[src/rtl/msu_prefetch_ctrl.sv]
// MSU-1 register window with a data-track prefetch FIFO and one-outstanding fetch engine.
// Optional volume fading is enabled by defining MSU_FADE_EN.
`timescale 1ns/1ps
module msu_prefetch_ctrl #(
  parameter int FIFO_DEPTH = 8,
  parameter int FADE_DIV   = 1024
) (
  input  logic        CLK,
  input  logic        RST_N,
  input  logic        ENABLE,
  input  logic        RD_N,
  input  logic        WR_N,
  input  logic        SYSCLKF_CE,
  input  logic [23:0] ADDR,
  input  logic [7:0]  DIN,
  output logic [7:0]  DOUT,
  output logic        MSU_SEL,
  output logic [15:0] track_num,
  output logic        track_request,
  input  logic        track_mounting,
  output logic [7:0]  volume,
  input  logic        status_track_missing,
  output logic        status_audio_repeat,
  output logic        status_audio_playing,
  input  logic        audio_stop,
  output logic [31:0] data_addr,
  output logic        data_seek,
  output logic        data_req,
  input  logic [7:0]  data,
  input  logic        data_ack
);

  localparam int PW = $clog2(FIFO_DEPTH);
  localparam int CW = PW + 1;
  localparam logic [CW-1:0] DEPTH_C = CW'(FIFO_DEPTH);

  if (FIFO_DEPTH < 2 || FIFO_DEPTH > 64 || (FIFO_DEPTH & (FIFO_DEPTH - 1)) != 0 || FADE_DIV < 1) begin : g_param_check
    $error("msu_prefetch_ctrl: FIFO_DEPTH must be a power of two in 2..64 and FADE_DIV >= 1");
  end

  typedef enum logic [1:0] {
    ST_IDLE = 2'd0,
    ST_REQ  = 2'd1,
    ST_WAIT = 2'd2
  } fetch_state_t;

  fetch_state_t   state_r;
  logic [23:0]    seek_r;
  logic [7:0]     track_lsb_r;
  logic           mount_d_r;
  logic           rd_d_r;
  logic           stale_r;
  logic [7:0]     fifo_mem_r [FIFO_DEPTH];
  logic [PW-1:0]  head_r;
  logic [PW-1:0]  tail_r;
  logic [CW-1:0]  count_r;

  logic           wr_s;
  logic [7:0]     wr_reg_s;
  logic           seek_s;
  logic           rd_s;
  logic           fifo_empty_s;
  logic           fifo_full_s;
  logic           ack_ok_s;
  logic           push_s;
  logic           pop_s;
  logic [7:0]     status_s;
  logic           addr_unused_s;

  assign MSU_SEL       = ENABLE & ~ADDR[22] & (ADDR[15:4] == 12'h200) & ~ADDR[3];
  assign wr_s          = MSU_SEL & SYSCLKF_CE & ~WR_N;
  assign wr_reg_s      = wr_s ? (8'd1 << ADDR[2:0]) : 8'd0;
  assign seek_s        = wr_reg_s[3];
  assign rd_s          = MSU_SEL & ~RD_N & (ADDR[2:0] == 3'd1);
  assign fifo_empty_s  = (count_r == {CW{1'b0}});
  assign fifo_full_s   = (count_r == DEPTH_C);
  // A stale ack never reaches WAIT, but the guard keeps the push path honest.
  assign ack_ok_s      = data_ack & (state_r == ST_WAIT) & ~stale_r;
  assign push_s        = ack_ok_s & ~seek_s;
  assign pop_s         = rd_d_r & ~rd_s & ~fifo_empty_s & ~seek_s;
  assign status_s      = {data_seek | fifo_empty_s, track_request, status_audio_repeat,
                          status_audio_playing, status_track_missing, 3'b010};
  assign addr_unused_s = ^{ADDR[23], ADDR[21:16]};

  // Bus-side registers: seek/track shadows, track request and playback flags.
  always_ff @(posedge CLK) begin
    if (!RST_N) begin
      seek_r               <= 24'h000000;
      track_lsb_r          <= 8'h00;
      track_num            <= 16'h0000;
      track_request        <= 1'b0;
      mount_d_r            <= 1'b0;
      rd_d_r               <= 1'b0;
      status_audio_repeat  <= 1'b0;
      status_audio_playing <= 1'b0;
    end else begin
      mount_d_r <= track_mounting;
      rd_d_r    <= rd_s;
      if (wr_reg_s[0]) seek_r[7:0]   <= DIN;
      if (wr_reg_s[1]) seek_r[15:8]  <= DIN;
      if (wr_reg_s[2]) seek_r[23:16] <= DIN;
      if (wr_reg_s[4]) track_lsb_r   <= DIN;
      if (wr_reg_s[5]) begin
        track_num     <= {DIN, track_lsb_r};
        track_request <= 1'b1;
      end else if (mount_d_r && !track_mounting) begin
        track_request <= 1'b0;
      end
      if (wr_reg_s[7]) begin
        status_audio_repeat  <= DIN[1];
        status_audio_playing <= DIN[0];
      end else if (audio_stop) begin
        status_audio_playing <= 1'b0;
      end
    end
  end

`ifdef MSU_FADE_EN
  logic [7:0]  vol_target_r;
  logic [31:0] fade_cnt_r;

  // Volume ramps one step per FADE_DIV cycles toward the latest target.
  always_ff @(posedge CLK) begin
    if (!RST_N) begin
      volume       <= 8'h00;
      vol_target_r <= 8'h00;
      fade_cnt_r   <= 32'd0;
    end else if (wr_reg_s[6]) begin
      vol_target_r <= DIN;
      fade_cnt_r   <= 32'd0;
    end else if (fade_cnt_r == 32'(FADE_DIV - 1)) begin
      fade_cnt_r <= 32'd0;
      if (volume < vol_target_r) begin
        volume <= volume + 8'd1;
      end else if (volume > vol_target_r) begin
        volume <= volume - 8'd1;
      end
    end else begin
      fade_cnt_r <= fade_cnt_r + 32'd1;
    end
  end
`else
  // Volume takes the written value directly.
  always_ff @(posedge CLK) begin
    if (!RST_N) begin
      volume <= 8'h00;
    end else if (wr_reg_s[6]) begin
      volume <= DIN;
    end
  end
`endif

  // Fetch engine: one request in flight; a seek retargets and orphans any open request.
  always_ff @(posedge CLK) begin
    if (!RST_N) begin
      state_r   <= ST_IDLE;
      data_req  <= 1'b0;
      data_addr <= 32'h00000000;
      data_seek <= 1'b0;
      stale_r   <= 1'b0;
    end else if (seek_s) begin
      state_r   <= ST_IDLE;
      data_req  <= 1'b0;
      data_addr <= {DIN, seek_r};
      data_seek <= 1'b1;
      stale_r   <= (state_r == ST_REQ) | ((state_r == ST_WAIT) & ~data_ack) | (stale_r & ~data_ack);
    end else begin
      case (state_r)
        ST_IDLE: begin
          if (stale_r) begin
            data_req <= 1'b0;
            if (data_ack) stale_r <= 1'b0;
          end else if (!fifo_full_s) begin
            state_r  <= ST_REQ;
            data_req <= 1'b1;
          end else begin
            data_req <= 1'b0;
          end
        end
        ST_REQ: begin
          state_r  <= ST_WAIT;
          data_req <= 1'b0;
        end
        ST_WAIT: begin
          data_req <= 1'b0;
          if (ack_ok_s) begin
            state_r   <= ST_IDLE;
            data_addr <= data_addr + 32'd1;
            data_seek <= 1'b0;
          end
        end
        default: begin
          state_r  <= ST_IDLE;
          data_req <= 1'b0;
        end
      endcase
    end
  end

  // FIFO bookkeeping; a seek flushes regardless of a simultaneous push or pop.
  always_ff @(posedge CLK) begin
    if (!RST_N || seek_s) begin
      head_r  <= {PW{1'b0}};
      tail_r  <= {PW{1'b0}};
      count_r <= {CW{1'b0}};
    end else begin
      if (push_s) tail_r <= tail_r + PW'(1);
      if (pop_s)  head_r <= head_r + PW'(1);
      case ({push_s, pop_s})
        2'b10:   count_r <= count_r + CW'(1);
        2'b01:   count_r <= count_r - CW'(1);
        default: count_r <= count_r;
      endcase
    end
  end

  // FIFO storage.
  always_ff @(posedge CLK) begin
    if (push_s) fifo_mem_r[tail_r] <= data;
  end

  // Registered read mux.
  always_ff @(posedge CLK) begin
    if (!RST_N) begin
      DOUT <= 8'h00;
    end else begin
      case (ADDR[2:0])
        3'd0:    DOUT <= status_s;
        3'd1:    DOUT <= fifo_empty_s ? 8'h00 : fifo_mem_r[head_r];
        3'd2:    DOUT <= 8'h53;
        3'd3:    DOUT <= 8'h2D;
        3'd4:    DOUT <= 8'h4D;
        3'd5:    DOUT <= 8'h53;
        3'd6:    DOUT <= 8'h55;
        3'd7:    DOUT <= 8'h32;
        default: DOUT <= 8'h00;
      endcase
    end
  end

endmodule

[config.mk]
export PLATFORM = sky130hd
export DESIGN_NAME = msu_prefetch_ctrl
export DESIGN_NICKNAME = d
export VERILOG_FILES = /design/src/rtl/msu_prefetch_ctrl.sv
export SDC_FILE = /design/constraint.sdc
export NUM_CORES = 1
export LEC_CHECK = 0
export CAP_MARGIN = 25
export CELL_PAD_IN_SITES_DETAIL_PLACEMENT = 1
export CELL_PAD_IN_SITES_GLOBAL_PLACEMENT = 1
export CORE_MARGIN = 4
export CORE_UTILIZATION = 38
export CTS_CLUSTER_SIZE = 20
export DETAILED_ROUTE_END_ITERATION = 10
export PLACE_DENSITY_LB_ADDON = 0.1
export SYNTH_ARGS = -nofsm -noshare
export SYNTH_HDL_FRONTEND = slang
export SYNTH_SLANG_ARGS = --single-unit
[constraint.sdc]
create_clock -name CLK -period 2.8 [get_ports CLK]
set_input_delay 0.56 -clock CLK [delete_from_list [all_inputs] [get_ports CLK]]
set_output_delay 0.56 -clock CLK [all_outputs]
set_load 0.1 [all_outputs]
== Word level (Yosys, flattened, before mapping) ==
Memory sizes are Yosys's and may differ from the RTL's. A register that Yosys moved wholly into a read port is not among the register bits.
Cells that the tools add are included.
Storage, ports and cells
  register bits: 116
  RAM bits: 64
  bits of input ports: 50
  output and inout port bits: 70
  word-level logic and storage cells: 117
  memories: 1
Memories
  fifo_mem_r: depth 8, bits a word 8, rd ports 1, clocked after Yosys merged registers in 1, write ports 1, line 53  | logic [7:0] fifo_mem_r [FIFO_DEPTH];
Cells by class
  add/sub/neg operators: 5
  equality and inequality tests: 16
  shift operators: 1
  multiplexer cells: 27
  bitwise gates (word level): 29
  reduce and logical (&&, ||, !) cells: 18
Operators by type and width (number)
  2-to-1 mux 32 bit: 3
  case mux 8 bit (7 select lines): 1
  adder 32 x 1 -> 32 bit (second input constant): 1
  2-to-1 mux 8 bit: 2
  AND 1 bit: 15
  2-to-1 mux 1 bit: 14
  == test 12 x 10 -> 1 bit (second input constant): 1
  == test 3 bit (second input constant): 4
  nonzero test 2 bit: 6
  inverter 1 bit: 11
  case mux 4 bit (2 select lines): 1
  << shifter 1 x 3 -> 8 bit (first input constant): 1
  adder 3 x 1 -> 3 bit (second input constant): 2
  == test 3 x 2 -> 1 bit (second input constant): 2
  2-to-1 mux 2 bit: 3
  2-to-1 mux 3 bit: 2
  inequality test 2 bit (second input constant): 3
  case mux 2 bit (3 select lines): 1
  adder 4 x 1 -> 4 bit (second input constant): 1
  == test 2 x 1 -> 1 bit (second input constant): 2
  == test 2 bit (second input constant): 2
  == test 4 bit (second input constant): 1
  zero test 4 bit: 1
  OR reduction 2 bit: 2
  other kinds (11): 14

== Depth between registers and ports, before layout ==
Gate-level depths: netlist of the first run.
  depth after elaboration: 12
  mapped depth: 15
  mapped depth without buffers: 12

== Worst setup path after synthesis of the first run ==
No wires, ideal clock.
  path kind: in2reg
  start point: input ADDR[7]
  end point: register count_r[2]
  setup time: 0.117 ns
  arrival time: 3.557 ns
  data required time: 2.683 ns
  slack: -0.874 ns
  cell stages on the path: 13
  buffers on the path: 1
  cells stage by stage: nor4_2 and4_1 clkbuf_1 a21oi_1 and2_1 ha_1 xor2_1 ha_1 a21oi_1 xor2_1 nor2_1 xnor2_1 nor2_1
On the way
  word-level cells in the longest chain between the ends: 11
Ends and longest elaborated chain
  from (decl): line 14  | input logic [23:0] ADDR,
  == test 12 x 10 -> 1 bit *: line 70  | assign MSU_SEL = ENABLE & ~ADDR[22] & (ADDR[15:4] == 12'h200) & ~ADDR[3];
  AND 1 bit * (2 in a row): line 70
  named net MSU_SEL: line 17  | output logic MSU_SEL,
  AND 1 bit (2 in a row): line 74  | assign rd_s = MSU_SEL & ~RD_N & (ADDR[2:0] == 3'd1);
  inverter 1 bit: line 80  | assign pop_s = rd_d_r & ~rd_s & ~fifo_empty_s & ~seek_s;
  AND 1 bit (2 in a row): line 80
  AND 1 bit *: line 80
  named net pop_s: line 66  | logic pop_s;
  == test 2 x 1 -> 1 bit or == test 2 bit (tied branches): line 209  | case ({push_s, pop_s})
  case mux 4 bit (2 select lines) or nonzero test 2 bit (tied branches)
  to (signal assigned): line 210  | 2'b10: count_r <= count_r + CW'(1);
  to (signal assigned): line 211  | 2'b01: count_r <= count_r - CW'(1);
  to (signal assigned): line 212  | default: count_r <= count_r;
  to (decl): line 56  | logic [CW-1:0] count_r;
The timed path passes the listed nets; every way through them passes the cells marked *.
A chain may end at the register's enable or synchronous reset.

== Worst setup path after layout of the first run ==
  start point: input ENABLE
  end point: register count_r[2]
On the way
  word-level cells in the longest chain between the ends: 11
Ends and longest elaborated chain
  from (decl): line 10  | input logic ENABLE,
  AND 1 bit * (3 in a row): line 70
  AND 1 bit (2 in a row): line 74
  inverter 1 bit: line 80
  AND 1 bit (2 in a row): line 80
  AND 1 bit *: line 80
  named net pop_s: line 66
  == test 2 x 1 -> 1 bit or == test 2 bit (tied branches): line 209
  case mux 4 bit (2 select lines) or nonzero test 2 bit (tied branches)
Marked as above.

==> flow_summary_export.csv, run 1 <==
group,metric,value,unit
floorplan,coreArea,19600,um2
layout,drive_gt1_share,21.4,%
layout,nNetsFinal,847,
sta,fin_tns_setup,0,ns
sta,finClkSkew,0.0125,ns
routing,dr_wl_met2,10600,um
yosys,synth.top_cells.by_count,"119 x dfxtp_1, 84 x nand2_1, 71 x mux2i_1",
pwr,power_density,563,nW/um2
sta,fmax,0.371,GHz
clock_tree,numCtsBuffers,17,
worst_setup_path,required,3.11,ns
clock_tree,cts.sinks,183,
place,portBuffers,112,
sta,post-route-min-period,2.70,ns
status,status,"finished, final reports clean",
yosys,yosysMostFrequentCell,"dfxtp_1",
worst_setup_path,critPathLaunchType,"input pin",
pwr,power.leakage,3.74,nW
floorplan,rows,51,
place,gp_congestion,0.816,
yosys,yosysWarnings,0,
yosys,ys_async_sr_fraction,0,%
worst_setup_path,cp_slowest_cell,"clkdlybuf4s50_1",
yosys,ys_ff_latch,183,
worst_setup_path,cp_cell_sequence,"clkdlybuf4s50_1 > nor3b_2 > buf_4 > nand4_1 > or3_4 > and2_4 > ha_4 > xor2_2 > ha_2 > a21oi_2 > xor2_1 > nor2_1 > xnor2_1 > nor2_1",
sta,hold_viol,0,
yosys,postSynthCellCount,667,
clock_tree,cts-root-buf,"clkbuf_16",
global_routing,grt_use_total,18.9,%
yosys,synth.net_count,723,
routing,drt_iter0_markers,196,
routing,routed-wl-met3,706,um
clock_tree,clk_latency,0.44,ns
routing,top_layer_used,"met5",
global_routing,grt_antenna_before_repair,2,
yosys,yosys-top-cells-area,"dfxtp_1 31%, edfxtp_1 25%, mux2i_1 9.3%",
global_routing,grt_max_degree,55,
routing,via_per_inst,5.14,
routing,routedWlPerCell,19.3,um
layout,n_fill_cell,2118,
floorplan,fp.dieH,150,um
pwr,vdd_ir_drop_max,436,uV
global_routing,grt_pass1_vias,5930,
routing,wirelength_met1,8880,um
sta,fin_crit_sh,96.4,%
routing,routed_wl,20700,um
routing,vias,5501,
floorplan,initial_core_util,38.9,%
sta,finalSetupViolCount,0,
worst_setup_path,crit_arrival,3.00,ns
worst_setup_path,crit_type,"in2reg",
sta,rsz0062_at_grt,"false",
hold_path,hold_path.class,"reg2reg",
clock_tree,tritoncts,"built",
yosys,synthFlopType,"dfxtp_1",
clock_tree,h-tree-depth,4,
worst_setup_path,crit_fanout,4,
sta,hold_slack,0.460,ns
yosys,synth_area,7610,um2
global_routing,overflow,0,
floorplan,die_area,22400,um2
sta,max_slew.worst_pin.slew,0.930,ns
floorplan,die_w,150,um
place,dp_hpwl,14500,um
yosys,synth.largest_area_cell,"dfxtp_1",
layout,area_growth,27.6,%
run,drv_cap,0,
clock_tree,path_clk_slew,0.07,ns
routing,drc_errors,0,
worst_setup_path,max_stage_delay,0.46,ns
worst_setup_path,cpMostUsedCell,"nor2_1",
yosys,ys_seq_area_share,56.6,%
yosys,ys_types,51,
sta,drv_slew,0,
clock_tree,cts_setup_buffers,0,
global_routing,grt_pass1_wl,32600,um
yosys,synth_top_area_share,31.3,%
yosys,synth_area_per_cell,11.4,um2
sta,timing.slew.headroom,37.8,%
clock_tree,clockBufferDepth,2,
floorplan,io_pins,120,
routing,dr.pass1.iters,4,
routing,ant_nets,0,
yosys,synth_edf_count,64,
worst_setup_path,end_kind,"flop",
[per-layer routing]
layer / global-route usage (%) / vias up
met5: 0 / -
met4: 6.36 / 2
met3: 3.36 / 32
met2: 33.4 / 104
met1: 23.2 / 2719
li1: - / 2644
[sequential cells by signal (all words and copies together), names as in the netlist, named ones only]
register	cells
state_r	2
DOUT	8
mount_d_r	1
head_r	3
track_lsb_r	8
track_request	1
data_addr	32
status_audio_playing	1
status_audio_repeat	1
count_r	4
data_seek	1
stale_r	1
data_req	1
rd_d_r	1
volume	8
fifo_mem_r	64
seek_r	24
track_num	16
tail_r	3
[metrics by stage]
| step | instance area (um2) | cells | total power [mW] | utilization (%) | setup slack, ns |
|---|---|---|---|---|---|
| floorplan | 7670 | 667 | 3.00 | - | -0.0486 |
| global placement | 9050 | 1037 | 3.15 | 46.2 | -0.399 |
| detailed placement | 9050 | 1037 | 3.16 | 46.2 | -0.504 |
| CTS | 9660 | 1069 | 5.53 | 49.3 | 0.00777 |
| global route | 9710 | 1070 | 5.67 | 49.6 | 0.00509 |
| finish | 9710 | 1070 | 5.47 | 49.6 | 0.102 |
[worst paths after layout]
check        depth (start not counted)       start         end  slack (ns)
max reg2reg                         12  count_r[1]  count_r[2]        0.33
max                                 14      ENABLE  count_r[2]        0.10
min                                  2   seek_r[4]   seek_r[4]        0.46
min reg2reg                          2   seek_r[4]   seek_r[4]        0.46
[where the power goes]
part	leakage, nW	internal (mW)	total (mW)	switching, mW
Sequential	1.54	2.76	2.78	0.0128
Combinational	1.93	0.116	0.322	0.206
Clock	0.276	1.26	2.37	1.11
Total	3.74	4.14	5.47	1.33
[cell families (layout without fill, tap and decap cells)]
| group | count (synthesis) | after routing | share of synthesized area (%) |
|---|---|---|---|
| other cells | 0 | 1 | 0 |
| simple gates | 225 | 225 | 15.3 |
| compound gates | 80 | 80 | 6.07 |
| mux | 87 | 87 | 14.1 |
| xor+xnor | 38 | 38 | 4.37 |
| fa+ha+maj | 6 | 6 | 0.986 |
| buf+inv | 48 | 185 | 2.68 |
| flops | 183 | 183 | 56.6 |
[critical path: cells and delay by family]
family                     cells  cell delay [ns]
buffers and inverters          2             0.60
adders and majority gates      2             0.34
xor gates and xnor gates       3             0.47
AOI/OAI and AO/OA              1             0.11
and+or+nand+nor                6             0.91
[layout make-up]
type	count	area, um2	share of cell area [%]
Timing Repair Buffer	144	1270	13.1
Tap cell	265	332	3.41
Antenna cell	1	2.50	0.0258
Clock inverter	11	109	1.12
Multi-Input combinational cell	436	3180	32.8
Clock buffer	21	475	4.90
Inverter	9	33.8	0.348
Sequential cell	183	4300	44.3
[cells in the final DEF (no fill, tap or decap), types with 16 or more instances in the layout]
master / n
a21oi_1: 26
buf_4: 97
clkbuf_16: 18
clkdlybuf4s50_1: 30
dfxtp_1: 119
edfxtp_1: 64
mux2i_1: 71
mux4_2: 16
nand2_1: 84
nor2_1: 44
o21ai_0: 29
xnor2_1: 16
xor2_1: 21
[repair_timing]
| action | 4_1_cts | 5_1_grt |
|---|---|---|
| pin swaps | 5 | 8 |
| hold buffers | 0 | 0 |
| setup endpoints to repair | 1 | 1 |
| cloned | 0 | 0 |
| resized for setup | 3 | 15 |
Note: power is estimated with default switching activity, not from simulation.
==> inputs of run 2 (changes only) <==
- SLEW_MARGIN: unset -> 40
==> flow_summary_export.csv, run 2 (same netlist as run 1, synthesis figures left out) <==
group,metric,value,unit
clock_tree,clockBufferDepth,2,
floorplan,coreArea,19600,um2
routing,vias,5526,
pwr,p_seq_share,51.2,%
routing,dr.pass1.iters,4,
global_routing,grt_pass1_vias,5863,
clock_tree,h-tree-depth,4,
place,dp_cells,1037,
pwr,switchingPower,1.34,mW
pwr,switching_share,24.7,%
clock_tree,tritoncts,"built",
layout,drive_gt1_share,22.6,%
global_routing,grt_pass1_wl,32400,um
global_routing,grt_max_degree,55,
sta,fin_crit_sh,96.6,%
sta,hold_slack,0.464,ns
routing,ant_nets,0,
sta,max_slew.worst_pin.slew,0.760,ns
global_routing,overflow,0,
layout,final_cells,1071,
sta,drv_slew,0,
floorplan,io_pins,120,
sta,finClkSkew,0.0139,ns
layout,top_register,"fifo_mem_r",
global_routing,grt_use_total,18.7,%
routing,routed_wl,20600,um
layout,nNetsFinal,849,
pwr,power_density,557,nW/um2
worst_setup_path,crit_arrival,3.00,ns
routing,routedWlPerCell,19.2,um
run,drv_cap,0,
worst_setup_path,crit_type,"in2reg",
sta,hold_viol,0,
hold_path,hold_path.class,"reg2reg",
layout,area_growth,27.8,%
worst_setup_path,critPathLaunchType,"input pin",
routing,drc_errors,0,
routing,drt_iter0_markers,185,
routing,via_per_inst,5.16,
clock_tree,numCtsBuffers,17,
status,status,"finished, final reports clean",
place,gp_congestion,0.816,
floorplan,die_w,150,um
floorplan,rows,51,
pwr,power.leakage,3.75,nW
worst_setup_path,required,3.10,ns
layout,layout_common_cells,"119 x dfxtp_1, 99 x buf_4, 84 x nand2_1",
floorplan,fp.dieH,150,um
layout,top_regs,"fifo_mem_r x64, data_addr x32, seek_r x24",
worst_setup_path,crit_fanout,4,
worst_setup_path,end_kind,"flop",
clock_tree,cts-root-buf,"clkbuf_16",
sta,fin_tns_setup,0,ns
sta,finalSetupViolCount,0,
layout,final_common_cell,"dfxtp_1",
sta,timing.slew.headroom,49.2,%
sta,fmax,0.370,GHz
place,portBuffers,112,
global_routing,grt_antenna_before_repair,1,
clock_tree,hold_buffers,0,
layout,largest_reg_flops,64,
pwr,vdd_ir_drop_max,421,uV
pwr,combPwrFrac,5.9,%
floorplan,die_area,22400,um2
clock_tree,cts.sinks,183,
floorplan,initial_core_util,38.9,%
place,dp_hpwl,14500,um
layout,diodes,0,
sta,post-route-min-period,2.70,ns
clock_tree,clk_latency,0.43,ns
pwr,internal_power,4.08,mW
clock_tree,path_clk_slew,0.07,ns
pwr,p_clk_share,42.9,%
[run 2: cell types whose count changed in the layout (fill, tap and decap cells not counted), moves of 2 or more]
cell / before / now
nor2_1: 44 / 38
clkinvlp_4: 4 / 0
nor2_2: 0 / 6
clkinv_4: 0 / 5
clkinv_2: 0 / 2
buf_4: 97 / 99
[run 2: cell type report]
type	instances	area, um2
clock buffers	18	439
multi-input cells	436	3200
fillers	2089	9860
well taps	265	332
repair buffers	146	1280
inverters	9	33.8
clock inverters	14	135
flip-flops and latches	183	4300
[run 2: power groups by stage]
stage	logic [mW]	clock network (mW)	registers [mW]
final	0.323	2.32	2.78
after detailed placement	0.322	0	2.84
after global placement	0.314	0	2.84
after global routing	0.345	2.52	2.78
after floorplan	0.0973	0	2.90
after CTS	0.324	2.39	2.78
[run 2: metal layers]
metal  vias up  share of wire [%]  GRT usage (%)
met4         2                1.5           5.77
met2       105                 52           33.2
met5         -              0.034              0
met3        25                3.7           3.21
li1       2648                  -              -
met1      2746                 43           23.3
[run 2: timing repair]
action,in CTS,in global routing
buffers inserted,1,1
setup endpoints to repair,1,1
gates resized for setup,3,15
pin swaps,3,7
[run 2: final timing paths]
kind              startpoint    endpoint  slack (ns)  cells past startpoint
setup / recovery      ENABLE  count_r[2]         0.1                     14
hold / removal    seek_r[19]  seek_r[19]        0.46                      2
setup reg to reg  count_r[1]  count_r[2]        0.41                     12
hold reg to reg   seek_r[19]  seek_r[19]        0.46                      2
[run 2: metrics by stage]
stage,power [mW],util (%),setup WS [ns],area [um2]
finish,5.42,49.7,0.0958,9730
global route,5.64,49.7,-0.0664,9730
CTS,5.49,49.4,0.0172,9670
detailed placement,3.16,46.3,-0.508,9070
global placement,3.15,46.2,-0.399,9050
floorplan,3.00,-,-0.0486,7670
[run 2: worst max-delay path, cell delays in order]
cell,delay (ns)
clkdlybuf4s50_1,0.46
nor3b_2,0.16
buf_4,0.14
nand4_1,0.10
or3_4,0.37
and2_4,0.18
ha_4,0.16
xor2_2,0.14
ha_2,0.18
a21oi_2,0.11
xor2_1,0.15
nor2_1,0.06
xnor2_1,0.14
nor2_1,0.07
==> inputs of run 3 (changes only) <==
- CORE_ASPECT_RATIO: unset -> 0.75
- CORE_UTILIZATION: 38 -> 45
- DONT_BUFFER_PORTS: unset -> 1
==> flow_summary_export.csv, run 3 (same netlist as run 1, synthesis figures left out) <==
group,metric,value,unit
routing,routed_wl,20800,um
layout,area_growth,16.6,%
routing,dr.pass1.iters,5,
global_routing,grt_pass1_wl,32300,um
sta,drv_slew,0,
layout,drive_gt1_share,22.4,%
worst_setup_path,crit_type,"in2reg",
global_routing,grt_use_total,22.3,%
layout,seqCellArea,4340,um2
layout,final_common_cell,"dfxtp_1",
routing,drt_iter0_markers,341,
pwr,power_density,610,nW/um2
clock_tree,h-tree-depth,4,
status,status,"finished, final reports clean",
clock_tree,tritoncts,"built",
pwr,power.leakage,3.29,nW
clock_tree,cts-root-buf,"clkbuf_16",
clock_tree,post_cts_resized,0,
worst_setup_path,crit_arrival,2.80,ns
layout,top_register,"fifo_mem_r",
place,dp_hpwl,15000,um
sta,rsz0062_at_grt,"false",
global_routing,gr-usage-met1,31.0,%
pwr,vdd_ir_drop_max,382,uV
worst_setup_path,cp_slowest_cell,"or3_1",
sta,finalSetupViolCount,0,
routing,routedWlPerCell,22.2,um
layout,largest_reg_flops,64,
global_routing,grt_pass1_vias,5655,
worst_setup_path,reg2reg_slack,0.34,ns
run,drv_cap,0,
sta,timing.slew.headroom,57.1,%
clock_tree,cts_setup_buffers,0,
clock_tree,clk_latency,0.44,ns
routing,drc_errors,0,
global_routing,grt_busiest_layer,"met2",
global_routing,met3_usage,5.19,%
worst_setup_path,max_stage_delay,0.49,ns
floorplan,die_w,158,um
sta,hold_viol,0,
hold_path,hold_path.class,"in2reg",
layout,n_fill_cell,1726,
layout,layout_common_cells,"91 x dfxtp_1, 84 x nand2_1, 71 x mux2i_1",
global_routing,grt_util_met2,35.2,%
sta,fmax,0.406,GHz
worst_setup_path,end_kind,"flop",
floorplan,die_area,19100,um2
clock_tree,hold_buffers,0,
global_routing,grt_antenna_before_repair,1,
global_routing,overflow,0,
worst_setup_path,crit_family,"simple AND/OR/NAND/NOR gates",
sta,hold_slack,0.215,ns
floorplan,initial_core_util,46.6,%
layout,nNetsFinal,767,
clock_tree,clockBufferDepth,2,
sta,finClkSkew,0.00924,ns
routing,via_per_inst,5.72,
sta,max_slew.worst_pin.slew,0.642,ns
clock_tree,numCtsBuffers,17,
routing,vias,5351,
layout,multi_input_area,3150,um2
place,gp_congestion,0.841,
routing,ant_nets,0,
floorplan,fp.dieH,121,um
clock_tree,cts.sinks,183,
place,portBuffers,0,
sta,fin_tns_setup,0,ns
worst_setup_path,cp_cell_sequence,"nor4_4 > nand3_1 > or3_1 > and2_4 > ha_4 > xor2_1 > ha_2 > a21oi_2 > xor2_1 > nor2_1 > xnor2_1 > nor2_1",
sta,fin_crit_sh,88.0,%
global_routing,grt_max_degree,98,
layout,top_regs,"fifo_mem_r x64, data_addr x32, seek_r x24",
clock_tree,path_clk_slew,0.07,ns
floorplan,io_pins,120,
floorplan,rows,40,
sta,post-route-min-period,2.46,ns
worst_setup_path,required,3.13,ns
floorplan,coreArea,16300,um2
worst_setup_path,critical_path_buf_inv_count,0,
worst_setup_path,crit_fanout,5,
worst_setup_path,critPathLaunchType,"input pin",
run 3: changes by cell type in the layout (fill, tap and decap cells not counted), moves of 2 or more:
cell | before | now
bufinv_16 | 0 | 2
dfxtp_1 | 119 | 91
clkdlybuf4s50_1 | 31 | 0
inv_6 | 1 | 7
clkinv_4 | 5 | 2
buf_4 | 99 | 64
dfxtp_2 | 0 | 28
dlymetal6s2s_1 | 10 | 0
inv_8 | 5 | 1
buf_12 | 5 | 0
run 3: path summary, 6_finish.rpt:
path	start	end	depth (start not counted)
worst max-delay path	ADDR[7]	count_r[2]	12
worst min register to register	seek_r[21]	seek_r[21]	2
worst min-delay path	data[5]	fifo_mem_r[3][5]	0
worst max register to register	count_r[1]	count_r[2]	12
run 3: stage by stage:
| stage | setup slack (ns) | area (um2) | std cells | utilization (%) | power (mW) |
|---|---|---|---|---|---|
| 6_report | 0.336 | 8870 | 935 | 54.4 | 5.41 |
| 5_1_grt | 0.194 | 8870 | 935 | 54.4 | 5.59 |
| 4_1_cts | 0.359 | 8860 | 934 | 54.3 | 5.46 |
| 3_5_place_dp | -0.0932 | 8270 | 902 | 50.7 | 3.03 |
| 3_3_place_gp | 0.00868 | 8220 | 902 | 50.4 | 3.02 |
| 2_1_floorplan | -0.0486 | 7670 | 667 | - | 3.00 |
run 3: area by class of cell:
type	instances	area share (%)
timing repair buffer	64	5.42
clock buffer	18	4.95
inverter	9	0.381
tap	210	2.96
sequential	183	48.9
antenna	1	0.0282
multi-input combinational	436	35.6
clock inverter	14	1.81
run 3: worst reg2reg max path, stage by stage (launching register included):
cell and delay (ns):
dfxtp_1 0.39, nor4_1 0.49, nand2b_1 0.17, a21oi_1 0.05
and2_4 0.17, ha_4 0.16, xor2_1 0.14, ha_2 0.19
a21oi_2 0.14, xor2_1 0.17, nor2_1 0.07, xnor2_1 0.16
nor2_1 0.05
run 3: routing by layer:
layer,up-vias,part of all wire [%]
met4,0,1.2
li1,2491,-
met1,2715,46
met3,16,5.4
met5,-,0
met2,129,47
run 3: where the power goes:
group	internal [mW]	switching [mW]
clock	1.36	1.08
combinational	0.0457	0.0797
sequential	2.77	0.0746
